==> src/rtl/pipe_ctrl_pkg.sv <==
// Shared types and constants for the pipeline hazard controller.
// Priority names mirror the per-cycle arbitration order, highest first.
package pipe_ctrl_pkg;

   localparam int unsigned REG_W    = 5;
   localparam int unsigned MD_CNT_W = 4;

   localparam logic [REG_W-1:0] REG_ZERO = 5'd0;

   typedef enum logic [1:0] {
      RUN     = 2'd0,
      MD_WAIT = 2'd1
   } md_state_e;

   typedef enum logic [2:0] {
      PRIO_EXT_STALL = 3'd0,
      PRIO_BRANCH    = 3'd1,
      PRIO_LOAD_USE  = 3'd2,
      PRIO_MD_WAIT   = 3'd3,
      PRIO_MD_START  = 3'd4,
      PRIO_NONE      = 3'd5
   } prio_e;

   // Load in EX whose destination feeds a source of the ID instruction.
   function automatic logic load_use(input logic             ex_mem_read,
                                     input logic [REG_W-1:0] ex_rd,
                                     input logic [REG_W-1:0] id_rs,
                                     input logic [REG_W-1:0] id_rt,
                                     input logic             id_uses_rt);
      return ex_mem_read && (ex_rd != REG_ZERO) &&
             ((ex_rd == id_rs) || (id_uses_rt && (ex_rd == id_rt)));
   endfunction

endpackage

==> src/rtl/pipe_hazard_ctrl_if.sv <==
// Pipeline-to-controller signal bundle: hazard inputs in, hold/flush/status out.
interface pipe_hazard_ctrl_if #(parameter int unsigned PERF_W = 16);
   import pipe_ctrl_pkg::*;

   logic [REG_W-1:0]  id_rs;
   logic [REG_W-1:0]  id_rt;
   logic              id_uses_rt;
   logic              id_md_start;
   logic              ex_mem_read;
   logic [REG_W-1:0]  ex_rd;
   logic              ex_branch_taken;
   logic              ext_stall;

   logic              pc_hold;
   logic              hold_IFID;
   logic              flush_IFID;
   logic              hold_IDEX;
   logic              flush_IDEX;
   logic              md_busy;
   logic              md_done;
   logic              md_abort;
   logic [PERF_W-1:0] stall_cnt;
   logic [PERF_W-1:0] flush_cnt;

   modport master (
      output id_rs, id_rt, id_uses_rt, id_md_start,
             ex_mem_read, ex_rd, ex_branch_taken, ext_stall,
      input  pc_hold, hold_IFID, flush_IFID, hold_IDEX, flush_IDEX,
             md_busy, md_done, md_abort, stall_cnt, flush_cnt
   );

   modport slave (
      input  id_rs, id_rt, id_uses_rt, id_md_start,
             ex_mem_read, ex_rd, ex_branch_taken, ext_stall,
      output pc_hold, hold_IFID, flush_IFID, hold_IDEX, flush_IDEX,
             md_busy, md_done, md_abort, stall_cnt, flush_cnt
   );

endinterface

==> src/rtl/sat_counter.sv <==
// Up-counter that sticks at all-ones instead of wrapping.
module sat_counter #(
   parameter int unsigned W = 16
) (
   input  logic         clk,
   input  logic         reset,
   input  logic         inc,
   input  logic         clr,
   output logic [W-1:0] count
);

   always_ff @(posedge clk or posedge reset) begin
      if (reset)
         count <= '0;
      else if (clr)
         count <= '0;
      else if (inc && (count != {W{1'b1}}))
         count <= count + W'(1);
   end

endmodule

==> src/rtl/pipe_hazard_ctrl.sv <==
// Hazard/sequencing controller: arbitrates stall, branch, load-use and mul/div
// wait into PC / IF/ID / ID/EX hold-flush controls, plus stall/flush perf counters.
module pipe_hazard_ctrl
   import pipe_ctrl_pkg::*;
#(
   parameter int unsigned MD_LATENCY = 8,
   parameter int unsigned PERF_W     = 16
) (
   input logic               clk,
   input logic               reset,
   pipe_hazard_ctrl_if.slave p
);

   md_state_e             r_state, w_next_state;
   logic [MD_CNT_W-1:0]   r_md_cnt, w_next_md_cnt;
   prio_e                 w_prio;
   logic                  w_lu;
   logic                  w_in_wait;
   logic                  w_pc_hold, w_hold_ifid, w_flush_ifid, w_hold_idex, w_flush_idex;
   logic                  w_md_done, w_md_abort;

   assign w_lu      = load_use(p.ex_mem_read, p.ex_rd, p.id_rs, p.id_rt, p.id_uses_rt);
   assign w_in_wait = (r_state == MD_WAIT);

   // Select the single winning hazard source for this cycle.
   always_comb begin
      w_prio = PRIO_NONE;
      if (p.ext_stall)
         w_prio = PRIO_EXT_STALL;
      else if (p.ex_branch_taken)
         w_prio = PRIO_BRANCH;
      else if (!w_in_wait && w_lu)
         w_prio = PRIO_LOAD_USE;
      else if (w_in_wait)
         w_prio = PRIO_MD_WAIT;
      else if (p.id_md_start)
         w_prio = PRIO_MD_START;
   end

   // Next state and Mealy controls; an unknown encoding falls back to RUN.
   always_comb begin
      w_next_state  = w_in_wait ? MD_WAIT : RUN;
      w_next_md_cnt = r_md_cnt;
      w_pc_hold     = 1'b0;
      w_hold_ifid   = 1'b0;
      w_flush_ifid  = 1'b0;
      w_hold_idex   = 1'b0;
      w_flush_idex  = 1'b0;
      w_md_done     = 1'b0;
      w_md_abort    = 1'b0;
      case (w_prio)
         PRIO_EXT_STALL: begin
            w_pc_hold   = 1'b1;
            w_hold_ifid = 1'b1;
            w_hold_idex = 1'b1;
         end
         PRIO_BRANCH: begin
            w_flush_ifid = 1'b1;
            w_flush_idex = 1'b1;
            if (w_in_wait) begin
               w_md_abort    = 1'b1;
               w_next_state  = RUN;
               w_next_md_cnt = '0;
            end
         end
         PRIO_LOAD_USE: begin
            w_pc_hold    = 1'b1;
            w_hold_ifid  = 1'b1;
            w_flush_idex = 1'b1;
         end
         PRIO_MD_WAIT: begin
            w_pc_hold    = 1'b1;
            w_hold_ifid  = 1'b1;
            w_flush_idex = 1'b1;
            if (r_md_cnt <= MD_CNT_W'(1)) begin
               w_md_done     = 1'b1;
               w_next_state  = RUN;
               w_next_md_cnt = '0;
            end else begin
               w_next_md_cnt = r_md_cnt - MD_CNT_W'(1);
            end
         end
         PRIO_MD_START: begin
            w_next_state  = MD_WAIT;
            w_next_md_cnt = MD_CNT_W'(MD_LATENCY - 1);
         end
         default: ;
      endcase
   end

   always_ff @(posedge clk or posedge reset) begin
      if (reset) begin
         r_state  <= RUN;
         r_md_cnt <= '0;
      end else begin
         r_state  <= w_next_state;
         r_md_cnt <= w_next_md_cnt;
      end
   end

   // Controls are forced low for the whole time reset is high, not just after an edge.
   assign p.pc_hold    = !reset && w_pc_hold;
   assign p.hold_IFID  = !reset && w_hold_ifid;
   assign p.flush_IFID = !reset && w_flush_ifid;
   assign p.hold_IDEX  = !reset && w_hold_idex;
   assign p.flush_IDEX = !reset && w_flush_idex;
   assign p.md_busy    = !reset && w_in_wait;
   assign p.md_done    = !reset && w_md_done;
   assign p.md_abort   = !reset && w_md_abort;

   sat_counter #(.W(PERF_W)) u_stall_cnt (
      .clk   (clk),
      .reset (reset),
      .inc   (p.pc_hold),
      .clr   (1'b0),
      .count (p.stall_cnt)
   );

   sat_counter #(.W(PERF_W)) u_flush_cnt (
      .clk   (clk),
      .reset (reset),
      .inc   (p.flush_IFID),
      .clr   (1'b0),
      .count (p.flush_cnt)
   );

   a_no_hold_and_flush: assert property (@(posedge clk) disable iff (reset)
      !(w_hold_ifid && w_flush_ifid) && !(w_hold_idex && w_flush_idex));

endmodule

==> src/flat_wrapper.sv <==
// flat-port wrapper written by rule: the top's interface ports become plain ports
module pipe_hazard_ctrl_flat import pipe_ctrl_pkg::*;
#(
   parameter int unsigned MD_LATENCY = 8,
   parameter int unsigned PERF_W     = 16
)
  (clk, reset, p_id_rs, p_id_rt, p_id_uses_rt, p_id_md_start, p_ex_mem_read, p_ex_rd, p_ex_branch_taken, p_ext_stall, p_pc_hold, p_hold_IFID, p_flush_IFID, p_hold_IDEX, p_flush_IDEX, p_md_busy, p_md_done, p_md_abort, p_stall_cnt, p_flush_cnt);
  pipe_hazard_ctrl_if #(.PERF_W(PERF_W)) p_i ();
  input logic clk;
  input logic reset;
  input wire logic [$bits(p_i.id_rs)-1:0] p_id_rs;
  input wire logic [$bits(p_i.id_rt)-1:0] p_id_rt;
  input wire logic [$bits(p_i.id_uses_rt)-1:0] p_id_uses_rt;
  input wire logic [$bits(p_i.id_md_start)-1:0] p_id_md_start;
  input wire logic [$bits(p_i.ex_mem_read)-1:0] p_ex_mem_read;
  input wire logic [$bits(p_i.ex_rd)-1:0] p_ex_rd;
  input wire logic [$bits(p_i.ex_branch_taken)-1:0] p_ex_branch_taken;
  input wire logic [$bits(p_i.ext_stall)-1:0] p_ext_stall;
  output wire logic [$bits(p_i.pc_hold)-1:0] p_pc_hold;
  output wire logic [$bits(p_i.hold_IFID)-1:0] p_hold_IFID;
  output wire logic [$bits(p_i.flush_IFID)-1:0] p_flush_IFID;
  output wire logic [$bits(p_i.hold_IDEX)-1:0] p_hold_IDEX;
  output wire logic [$bits(p_i.flush_IDEX)-1:0] p_flush_IDEX;
  output wire logic [$bits(p_i.md_busy)-1:0] p_md_busy;
  output wire logic [$bits(p_i.md_done)-1:0] p_md_done;
  output wire logic [$bits(p_i.md_abort)-1:0] p_md_abort;
  output wire logic [$bits(p_i.stall_cnt)-1:0] p_stall_cnt;
  output wire logic [$bits(p_i.flush_cnt)-1:0] p_flush_cnt;
  assign p_i.id_rs = p_id_rs;
  assign p_i.id_rt = p_id_rt;
  assign p_i.id_uses_rt = p_id_uses_rt;
  assign p_i.id_md_start = p_id_md_start;
  assign p_i.ex_mem_read = p_ex_mem_read;
  assign p_i.ex_rd = p_ex_rd;
  assign p_i.ex_branch_taken = p_ex_branch_taken;
  assign p_i.ext_stall = p_ext_stall;
  assign p_pc_hold = p_i.pc_hold;
  assign p_hold_IFID = p_i.hold_IFID;
  assign p_flush_IFID = p_i.flush_IFID;
  assign p_hold_IDEX = p_i.hold_IDEX;
  assign p_flush_IDEX = p_i.flush_IDEX;
  assign p_md_busy = p_i.md_busy;
  assign p_md_done = p_i.md_done;
  assign p_md_abort = p_i.md_abort;
  assign p_stall_cnt = p_i.stall_cnt;
  assign p_flush_cnt = p_i.flush_cnt;
  pipe_hazard_ctrl #(.MD_LATENCY(MD_LATENCY), .PERF_W(PERF_W)) u_core (.clk(clk), .reset(reset), .p(p_i));
endmodule
==> config.mk <==
export PLATFORM = sky130hd
export DESIGN_NAME = pipe_hazard_ctrl_flat
export DESIGN_NICKNAME = d
export VERILOG_FILES = /design/src/rtl/pipe_ctrl_pkg.sv /design/src/rtl/pipe_hazard_ctrl_if.sv /design/src/rtl/sat_counter.sv /design/src/rtl/pipe_hazard_ctrl.sv /design/src/flat_wrapper.sv
export SDC_FILE = /design/constraint.sdc
export NUM_CORES = 1
export LEC_CHECK = 0
export BUFFER_PORTS_ARGS = -buffer_cell sky130_fd_sc_hd__buf_2
export CAP_MARGIN = 20
export CELL_PAD_IN_SITES_DETAIL_PLACEMENT = 0
export CELL_PAD_IN_SITES_GLOBAL_PLACEMENT = 1
export CORE_ASPECT_RATIO = 1.1
export CORE_MARGIN = 2
export CORE_UTILIZATION = 35
export DETAILED_ROUTE_END_ITERATION = 12
export PLACE_DENSITY = 0.87
export SYNTH_ARGS = -nofsm -noshare
export SYNTH_HDL_FRONTEND = slang
export SYNTH_HIERARCHICAL = 1
export SYNTH_SLANG_ARGS = --single-unit
==> constraint.sdc <==
create_clock -name clk -period 2 [get_ports clk]
set_clock_uncertainty 0.2 [all_clocks]
set_input_delay 0 -clock clk [delete_from_list [all_inputs] [get_ports clk]]
set_output_delay 0 -clock clk [all_outputs]
set_load 0.1 [all_outputs]
# ---- Yosys cells after proc, flatten, opt, wreduce, memory -nomap -nowiden
# Cells that the tools add are included.
dict set report classes {
  addsub 3
  mul 0
  n_div 0
  order_cmp 1
  n_eq_ne 10
  shifts 0
  mux 20
  n_bitwise 0
  n_reduce_logical 22
}
# operator n
set op_table {}
lappend op_table {{16-bit by 1-bit adder with 16-bit output (second input constant)} 2}
lappend op_table {{16-bit inequality test (second input constant)} 2}
lappend op_table {{1-bit logical AND} 13}
lappend op_table {{3-bit 2-to-1 mux} 4}
lappend op_table {{4-bit case mux with 3 select lines} 1}
lappend op_table {{5-bit == test} 2}
lappend op_table {{1-bit 2-to-1 mux} 10}
lappend op_table {{4-bit 2-to-1 mux} 2}
lappend op_table {{3-bit by 2-bit == test with 1-bit output (second input constant)} 2}
lappend op_table {{2-bit case mux with 3 select lines} 1}
lappend op_table {{3-bit OR reduction} 2}
lappend op_table {{5-bit nonzero test} 1}
lappend op_table {{4-bit by 1-bit less-or-equal comparator with 1-bit output (second input constant)} 1}
lappend op_table {{2-bit 2-to-1 mux} 2}
lappend op_table {{4-bit by 1-bit subtractor with 4-bit output (second input constant)} 1}
lappend op_table {{3-bit by 1-bit == test with 1-bit output (second input constant)} 1}
lappend op_table {{3-bit == test (second input constant)} 1}
lappend op_table {{3-bit zero test} 1}
lappend op_table {{3-bit nonzero test} 1}
lappend op_table {{2-bit by 1-bit == test with 1-bit output (second input constant)} 1}
lappend op_table {{1-bit zero test} 2}
lappend op_table {{2-bit by 1-bit inequality test with 1-bit output (second input constant)} 1}
lappend op_table {{2-bit AND reduction} 1}
lappend op_table {{1-bit logical OR} 1}
dict set report word_totals {
  ff_bits 38
  latch_bits 0
  mem_bits_rw 0
  mem_bits_ro 0
  input_bits 22
  output_inout_bits 40
  word_cells 60
  n_memories 0
}

# ---- Depth between registers and ports, before layout
dict set report depth {
  depth_word 13
  ltp_mapped 9
  mapped_depth_nobuf 8
}

# ---- Hierarchy
# Netlist, hierarchy kept.
# mod instances cells_each area_each_um2 seq_area_each_um2
set by_module_without_submodules {}
lappend by_module_without_submodules {sat_counter 2 101 932.1 400.4}
lappend by_module_without_submodules {pipe_hazard_ctrl 1 77 601.8 125.1}

# ---- Worst setup path before layout
# Ideal clock, no wire load.
dict set report synth_timing {
  path_type {in2reg}
  startpoint {in reset}
  endpoint {reg u_core.u_stall_cnt.count[13]}
  setup_ns 0.077
  t_arrival_ns 3.807
  t_required_ns 1.723
  path_slack_ns -2.084
  path_stages 7
  path_buffers 1
  cell_sequence {nor2b_1 a221o_1 clkbuf_2 nand3_1 or4_4 or4_1 a21oi_1}
}
dict set report synth_via {
  elab_chain_len 3
}
# item line
set synth_rtl {}
lappend synth_rtl {{start, declared} flat_wrapper.sv:10} ;# input logic reset;
lappend synth_rtl {{1-bit zero test (no source line)} --}
lappend synth_rtl {{1-bit logical AND} --}
lappend synth_rtl {{via p_hold_IFID} flat_wrapper.sv:20} ;# output wire logic [$bits(p_i.hold_IFID)-1:0] p_hold_IFID;
lappend synth_rtl {{1-bit logical AND} sat_counter.sv:17} ;# else if (inc && (count != {W{1'b1}}))
lappend synth_rtl {{end signal, assigned} sat_counter.sv:18} ;# count <= count + W'(1);
lappend synth_rtl {{end, declared} sat_counter.sv:9} ;# output logic [W-1:0] count
# The timed path passes the listed nets, and every way through them passes these cells.
# A chain may end at the register's enable or synchronous reset.

# ---- Worst setup path in the final report
dict set report layout_timing {
  startpoint {reg u_core.u_stall_cnt.count[3]}
  endpoint {reg u_core.u_stall_cnt.count[4]}
}
dict set report layout_via {
  elab_chain_len 2
  elab_cells_between_ends 3
  cone_classes {add/sub: 1; eq/ne: 1; reduce/logical: 1}
}
# item
set layout_rtl {}
lappend layout_rtl {{parallel branches: the longest is 2 deep, another holds 16-bit by 1-bit adder with 16-bit output}}
# Several ways; the timed one is not identified.

==> run metrics <==
core area between 6000 and 7000 µm²; Max IR drop VDD about 0.51 mV; CTS Sinks 37; antenna-violating nets left 0; violated checks setup timing; Die Span Y 92.0 µm; asr flop ratio synth between 90% and 100%; Worst Tran Pin Value ~0.66 ns; Initial Util 35.6%; gr usage total 18.5%; fin cells 477; Slew Limit Fails 0; antenna cells 0; Post-Synthesis Cell Area ~2500 µm²; Yosys reg bits 37; Startpoint Class flop; Cell variety after synth 48; GRT Residual Overflow 0; post-DP HPWL roughly 5.2 mm; RePlAce Congestion 0.819; fillers 654; First-pass DRT Iterations 5; H-tree depth 2; via count between 2000 and 3000; crit path kind flop to flop; r2r setup slk -0.009 ns; outcome finished with violations; fin nets between 400 and 500; die area around 7700 µm²; WP data required around 2 ns; max_cap viols 0; clk_lat worst skew 0.30 ns; cell count after placement 457; total power around 2200 µW; Crit path buffers/inverters 2; WP data arrival roughly 2.0 ns; Pleak 0.00150 µW; DRC 0; die width 84.0 µm; family with the most delay on the worst path simple AND/OR/NAND/NOR gates; Post-Syn Instances about 280; Max Clk Rate approximately 500 MHz; CTS tree yes; Critical Path Most Common Cell buf_4; # IOs 62; wirelength, routed around 7.0 mm; Hold Crit Class primary input to flop; number of synthesized flops with an enable pin 0; Final setup viols 2; CP endpoint kind flop; fin crit period about 2.0 ns; share of cells above drive strength 1 approximately 48%; Syn Area/Cell between 8 and 9 µm²; commonest non-fill, non-tap cells in the layout buf_2 (60), buf_4 (50), a21oi_1 (26), dfrtp_4 (25); worst-path cell chain nand4_1, buf_4, buf_4, nor4_1, o21ai_0, a21oi_1; number of global-route vias before repair about 2600; port bufs 61; FP Rows 32; Vias per Instance ~5.6; area grow syn2layout 46.6%; ys flop type dfrtp_1; Worst path slowest cell nor4_1; CTS clk-pin slew, worst paths 0.08 ns; max_slew headroom 55.6%; unrepaired setup endpoints after global routing yes; worst-path fanout max 4; setup ws final -0.00936 ns; DR WL/cell between 10 and 15 µm; root buffer cell clkbuf_8; sequential-to-total area share from yosys stat a little under two fifths; Max clock buf depth 2; CP max stage delay roughly 0.47 ns; YS warnings 6; CTS Buf Count 5; largest net degree at the start of global routing 20; Tcrit/Tclk final 100%; Pwr Density 600 nW/µm²; first-pass GRT wire length approximately 12 mm; initial antenna violation count 0; Fin. Hold Viols 0; most common cell after layout, fill and taps aside buf_2; DRT iter0 DRCs ~120
timing repair:
action	CTS	global route
gates cloned	0	0
hold endpoints to repair	41	0
setup endpoints to repair	2	12
pin swaps	2	4
hold buffers	4	0
gates resized for setup	0	10
setup buffers	6	2
path summary, 6_finish.rpt:
kind | startpoint | end | cells past startpoint
max | u_core/u_stall_cnt/count[3] | u_core/u_stall_cnt/count[4] | 6
min | p_id_uses_rt | u_core/r_md_cnt[3] | 4
max reg2reg | u_core/u_stall_cnt/count[3] | u_core/u_stall_cnt/count[4] | 6
min reg2reg | u_core/u_stall_cnt/count[14] | u_core/u_stall_cnt/count[14] | 2
max in group asynchronous | reset | u_core/u_flush_cnt/count[3] | 4
min in group asynchronous | reset | u_core/r_md_cnt[3] | 4
through the flow:
stage,instance area (µm²),setup WS [ns],hold WS (ns),setup TNS [ns],util [%]
5_1_grt,3610,-0.0839,0.0359,-0.442,52.2
6_report,3610,-0.00936,0.00584,-0.0103,52.2
3_5_place_dp,3370,-0.283,-0.0833,-2.25,48.7
4_1_cts,3550,-0.00387,0.00773,-0.00387,51.2
3_3_place_gp,3370,-0.177,-0.0836,-1.55,48.7
2_1_floorplan,2720,-0.544,-0.421,-4.39,-
flip-flops by register name, indices dropped and copies added (netlist names):
register / count
u_core/r_md_cnt: 4
u_core/u_stall_cnt/count: 16
u_core/r_state: 1
u_core/u_flush_cnt/count: 16
cells in the mapped netlist (4+ instances only):
master	count	area [µm²]
dfrtp_1	37	926
a21oi_1	27	135
nand2_1	18	67.6
nand3_1	15	75.1
nor2_1	14	52.6
o21ai_0	13	65.1
or3_1	12	75.1
or4_1	12	90.1
o31ai_1	11	82.6
nor3_1	10	50.1
xnor2_1	10	87.6
inv_1	9	33.8
nand4_1	9	56.3
nor2b_1	8	50.1
nor4_1	7	43.8
nand2b_1	6	37.5
mux2_2	5	56.3
ha_1	4	50.1
o41ai_1	4	35.0
where the power goes:
group,leakage [µW],total [µW],switching (µW),internal (µW)
clock network,0.0000455,545,264,281
registers,0.000447,847,43.0,803
logic,0.00101,779,496,283
total,0.00150,2170,802,1370
tightest hold or removal path, cell delays in order:
cell and delay, ns:
buf_2 0.09, nand2_1 0.09, o22a_1 0.18, o31ai_1 0.09
final cells by class:
class                           count  area, µm²  share of cell area (%)
Clock buffer                        8       90.1                    2.49
Inverter                            9       33.8                   0.935
Multi-Input combinational cell    223       1620                    44.9
Sequential cell                    37       1030                    28.4
Tap cell                           85        106                    2.94
Timing Repair Buffer              115        736                    20.4
cells by family (layout without fill, tap and decap cells):
group | count (synthesis) | count (layout) | share of synthesized area, %
mux | 7 | 7 | 3.09
flops | 37 | 37 | 37.5
other cells | 1 | 2 | 0.152
fa+ha+maj | 4 | 4 | 2.03
compound gates | 69 | 69 | 17.5
simple gates | 131 | 131 | 32.1
xor+xnor | 10 | 10 | 3.55
buf+inv | 20 | 132 | 4.06
routing by layer:
layer | track usage [%] | wire length (µm)
met5 | 0 | 0
met1 | 23.1 | 2900
met3 | 3.24 | 334
met2 | 32.6 | 3640
met4 | 5.24 | 92
No activity file was read; power rests on OpenSTA's default activity.
